[src/rtl/reg_file.sv]
// reg_file: MIPS-style register file, two combinational read ports, one synchronous write port
// Ports:
//   ReadData1/ReadData2   - combinational read data for ReadRegister1/ReadRegister2
//   WriteData             - data stored into WriteRegister on a rising clk edge when RegWrite=1
//   ReadRegister1/2       - independent read addresses
//   WriteRegister         - write address; writes to register 0 are discarded
//   RegWrite              - write enable (X/Z behaves as no write)
//   clk                   - rising-edge clock
//   reset                 - synchronous active-high clear of every register, overrides a write
module reg_file #(
    parameter int DATA_WIDTH = 32,
    parameter int ADDR_WIDTH = 5
) (
    output logic [DATA_WIDTH-1:0] ReadData1,
    output logic [DATA_WIDTH-1:0] ReadData2,
    input  logic [DATA_WIDTH-1:0] WriteData,
    input  logic [ADDR_WIDTH-1:0] ReadRegister1,
    input  logic [ADDR_WIDTH-1:0] ReadRegister2,
    input  logic [ADDR_WIDTH-1:0] WriteRegister,
    input  logic                  RegWrite,
    input  logic                  clk,
    input  logic                  reset
);
    logic [DATA_WIDTH-1:0] r_regs [2**ADDR_WIDTH];
    // An unknown enable evaluates false in the if, so the array is left alone
    always_ff @(posedge clk) begin
        if (reset)
            r_regs <= '{default: '0};
        else if (RegWrite && WriteRegister != '0)
            r_regs[WriteRegister] <= WriteData;
    end
    // Register 0 is forced to read zero so it is defined even before the first reset
    assign ReadData1 = (ReadRegister1 == '0) ? '0 : r_regs[ReadRegister1];
    assign ReadData2 = (ReadRegister2 == '0) ? '0 : r_regs[ReadRegister2];
endmodule

[config.mk]
export PLATFORM = sky130hd
export DESIGN_NAME = reg_file
export DESIGN_NICKNAME = d
export VERILOG_FILES = /design/src/rtl/reg_file.sv
export SDC_FILE = /design/constraint.sdc
export NUM_CORES = 2
export LEC_CHECK = 0
export CAP_MARGIN = 10
export CORE_MARGIN = 1.5
export CORE_UTILIZATION = 45
export CTS_CLUSTER_DIAMETER = 120
export DETAILED_ROUTE_END_ITERATION = 16
export DONT_BUFFER_PORTS = 1
export GPL_TIMING_DRIVEN = 1
export HOLD_SLACK_MARGIN = 0.08
export PLACE_DENSITY = 0.62
export SETUP_SLACK_MARGIN = 0.1
export SLEW_MARGIN = 20
export SYNTH_ARGS = -nofsm -noshare
export SYNTH_HDL_FRONTEND = slang
export SYNTH_SLANG_ARGS = --single-unit
[constraint.sdc]
create_clock -name clk -period 4.8 [get_ports clk]
set_clock_uncertainty 0.2 [all_clocks]
set_input_delay 0.96 -clock clk [delete_from_list [all_inputs] [get_ports clk]]
set_output_delay 0.96 -clock clk [all_outputs]
set_load 0.005 [all_outputs]
==> run_results.csv <==
group,metric,value,unit
routing,drc,9,
clock_tree,clk_latency,0.69,ns
grt,grt-ovfl-total,0,
synthesis,yosysWarningCount,0,
die,ios,114,
sta,fmax,199,MHz
synthesis,synth_edf_count,0,
routing,drtIter0Drc,7601,
die,fp.dieH,343,um
critical_path,critPathRequiredTime,3.64,ns
run,drv_cap,0,
clock_tree,cts_tree,"yes",
clock_tree,htreeDepth,3,
critical_path,critPathKind,"input pin to output pin",
critical_path,path_buf_inv,3,
finish,post-route-util,0.494,
critical_path,cp_max_fo,349,
synthesis,synthTopCellsByArea,"dfxtp_1, mux4_2, nand2_1",
critical_path,cp_cell_sequence,"mux4_2 > nor2b_1 > a211oi_1 > buf_4 > nor4_1 > buf_4 > buf_4",
die,die-area,0.118,mm^2
power_and_ir_drop,max-vdd-ir-drop,0.310,mV
die,start_util,0.455,
power_and_ir_drop,power_density,326,mW/mm^2
finish,final_layout_size_suffix_gt1_frac,0.145,
die,row_count,124,
synthesis,synthFlopType,"dfxtp_1",
critical_path,critical-path-top-delay-family,"multiplexers",
run_status,status,"finished, violations left",
sta,tns,-0.893,ns
grt,grt_max_degree,1025,
critical_path,slowest_stage,"mux4_2",
clock_tree,clk_pin_slew_worst_paths,0.06,ns
routing,firstDrtPassIters,12,
grt,antenna_found_initial,2,
finish,num_antenna_cells,0,
grt,grt_pass1_wl,298000,um
clock_tree,cts_buffer_depth,3,
sta,rsz0062_at_grt,"no",
routing,num_vias,47300,
routing,wire_per_inst,28.8,um
sta,post-route-min-period,5.02,ns
clock_tree,numCtsBuffers,109,
clock_tree,cts_setup_buffers,0,
finish,largestRegisters,"r_regs: 1024 flops",
grt,grt_usage,0.340,
place,dp_hpwl,116000,um
routing,wirelength,209000,um
finish,largest_reg_flops,1024,
synthesis,synth_top_area_share,0.394,
sta,tightest_slew,1.72,ns
clock_tree,cts_sinks,1024,
sta,fin_ws,-0.219,ns
sta,slew_violations,89,
sta,relSlewSlack,-0.147,
sta,hold_viol_final,0,
clock_tree,cts_resized,0,
clock_tree,cts_root_buf,"clkbuf_16",
synthesis,syn_avg_cell_area,8.70,um^2
finish,areaGrowthSynthToFinish,8.71,%
finish,multi_input_area,0.0290,mm^2
power_and_ir_drop,leakagePower,18.5,nW
place,placement.cell_area,0.0526,mm^2
finish,top_register,"r_regs",
synthesis,async_reset_ff_frac,0,
sta,finalCritPeriodShare,1.05,
synthesis,synth_fp_nets,6034,
routing,postRouteAntennaNets,0,
synthesis,syn_inst,5984,
sta,setup_viol,10,
die,dieWidth,343,um
synthesis,yosysUniqueCellTypes,45,
clock_tree,cts.hold.buffers_added,0,
critical_path,end_kind,"output pin",
finish,seq_area,0.0205,mm^2
critical_path,cp-start-kind,"input pin",
run_status,violations,"DRC, slew limit, setup timing",
place,dp_worst_setup_slack,0.117,ns
critical_path,cp_slowest_stage_delay,0.77,ns
synthesis,yosys_register_bits,1024,
place,placement.io_buffers,0,
synthesis,synth_seq_area_share,0.394,
place,gp_congestion,0.890,
finish,finish.net_count,5686,
synthesis,netlist_area,0.0521,mm^2
finish,fill_cells,10600,
critical_path,path_common_cell,"buf_4",
critical_path,cp.arrival,3.86,ns
synthesis,yosysTopAreaCell,"dfxtp_1",
routing,vias_per_cell,6.54,
die,core,0.115,mm^2
finish,fin_area,0.0566,mm^2
worst_hold_path,hp-class,"input pin to flip-flop",
sta,whs,0.127,ns
grt,grt_pass1_vias,43100,
==> layout make-up <==
class | count | share of cell area
clock buffer | 169 | 0.0582
clock inverter | 33 | 0.00537
inverter | 1 | 0.0000663
multi-input combinational | 4330 | 0.512
sequential | 1024 | 0.362
tap | 1512 | 0.0334
timing repair buffer | 170 | 0.0291
==> synthesized netlist by cell type, types with 6 or more instances <==
library cell / n
a22oi_1: 100
mux2i_1: 328
a2111oi_2: 22
buf_8: 8
a311oi_1: 6
mux4_1: 6
nor2b_1: 74
nor3_1: 42
nand3_1: 8
buf_4: 33
buf_2: 80
and2_1: 11
dfxtp_1: 1024
o221ai_1: 26
mux4_2: 357
buf_1: 48
o22ai_1: 45
a31oi_1: 16
nor2_1: 22
nor4_1: 17
a211oi_1: 58
a2111oi_0: 8
mux2_2: 26
a21oi_1: 1032
nand2_1: 2029
a22o_1: 55
buf_6: 37
clkbuf_1: 423
==> cell families after synthesis <==
kind of cell	Yosys count	share of synthesized area
AO/OA/AOI/OAI	1371	0.152
flip-flops	1024	0.394
multiplexers	717	0.226
buffers and inverters	630	0.0568
AND/OR/NAND/NOR	2242	0.171
==> where the power goes <==
part           switching, mW  internal (mW)  leakage [nW]  total, mW
logic                  0.740          0.475          8.45       1.22
clock network           3.73           4.92          1.77       8.65
registers             0.0471           8.56          8.25       8.61
==> layout by cell type (no fill, tap or decap), types with 5 or more instances in the layout <==
| cell | Yosys | routed |
|---|---|---|
| clkbuf_1 | 423 | 29 |
| a311oi_1 | 6 | 5 |
| clkinv_2 | 0 | 19 |
| nor2b_1 | 74 | 70 |
| nand3_1 | 8 | 7 |
| a31oi_1 | 16 | 16 |
| mux4_1 | 6 | 6 |
| o22ai_1 | 45 | 45 |
| buf_4 | 33 | 147 |
| and2_1 | 11 | 5 |
| o221ai_1 | 26 | 26 |
| a2111oi_2 | 22 | 22 |
| nor2_4 | 0 | 20 |
| a211oi_1 | 58 | 58 |
| mux4_2 | 357 | 357 |
| clkinvlp_4 | 0 | 5 |
| a21oi_1 | 1032 | 1032 |
| nor4_1 | 17 | 17 |
| buf_16 | 0 | 7 |
| a22oi_1 | 100 | 100 |
| clkbuf_16 | 0 | 118 |
| nand2_2 | 0 | 24 |
| mux2i_1 | 328 | 328 |
| nand2_1 | 2029 | 2003 |
| mux2_2 | 26 | 26 |
| and2_2 | 0 | 7 |
| clkbuf_8 | 0 | 28 |
| a22o_1 | 55 | 55 |
| dfxtp_1 | 1024 | 1024 |
| nor3_1 | 42 | 39 |
| buf_12 | 0 | 10 |
==> through the flow <==
step                instances  total power, mW
CTS                      7226             18.2
floorplan                5984             9.81
detailed placement       7024             9.73
global placement         7023             9.72
global route             7239             18.8
finish                   7239             18.5
==> worst paths after layout <==
path	slack, ns	cells after the start	startpoint	endpoint
min reg2reg	0.27	2	r_regs[845]$_SDFFE_PP0P_	r_regs[845]$_SDFFE_PP0P_
max reg2reg	3.86	2	r_regs[837]$_SDFFE_PP0P_	r_regs[837]$_SDFFE_PP0P_
max	-0.22	7	ReadRegister2[1]	ReadData2[2]
min	0.13	1	reset	r_regs[1017]$_SDFFE_PP0P_
==> metal layers <==
| metal | global-route usage | part of all wire | routed length, um | vias to the layer above |
|---|---|---|---|---|
| met1 | 0.464 | 0.38 | 79400 | 23000 |
| met3 | 0.0988 | 0.14 | 29900 | 668 |
| li1 | - | - | - | 20200 |
| met4 | 0.140 | 0.047 | 9820 | 4 |
| met5 | 0 | 0.00010 | 21 | - |
| met2 | 0.504 | 0.43 | 89600 | 3460 |
Note: power is estimated with default switching activity, not from simulation.
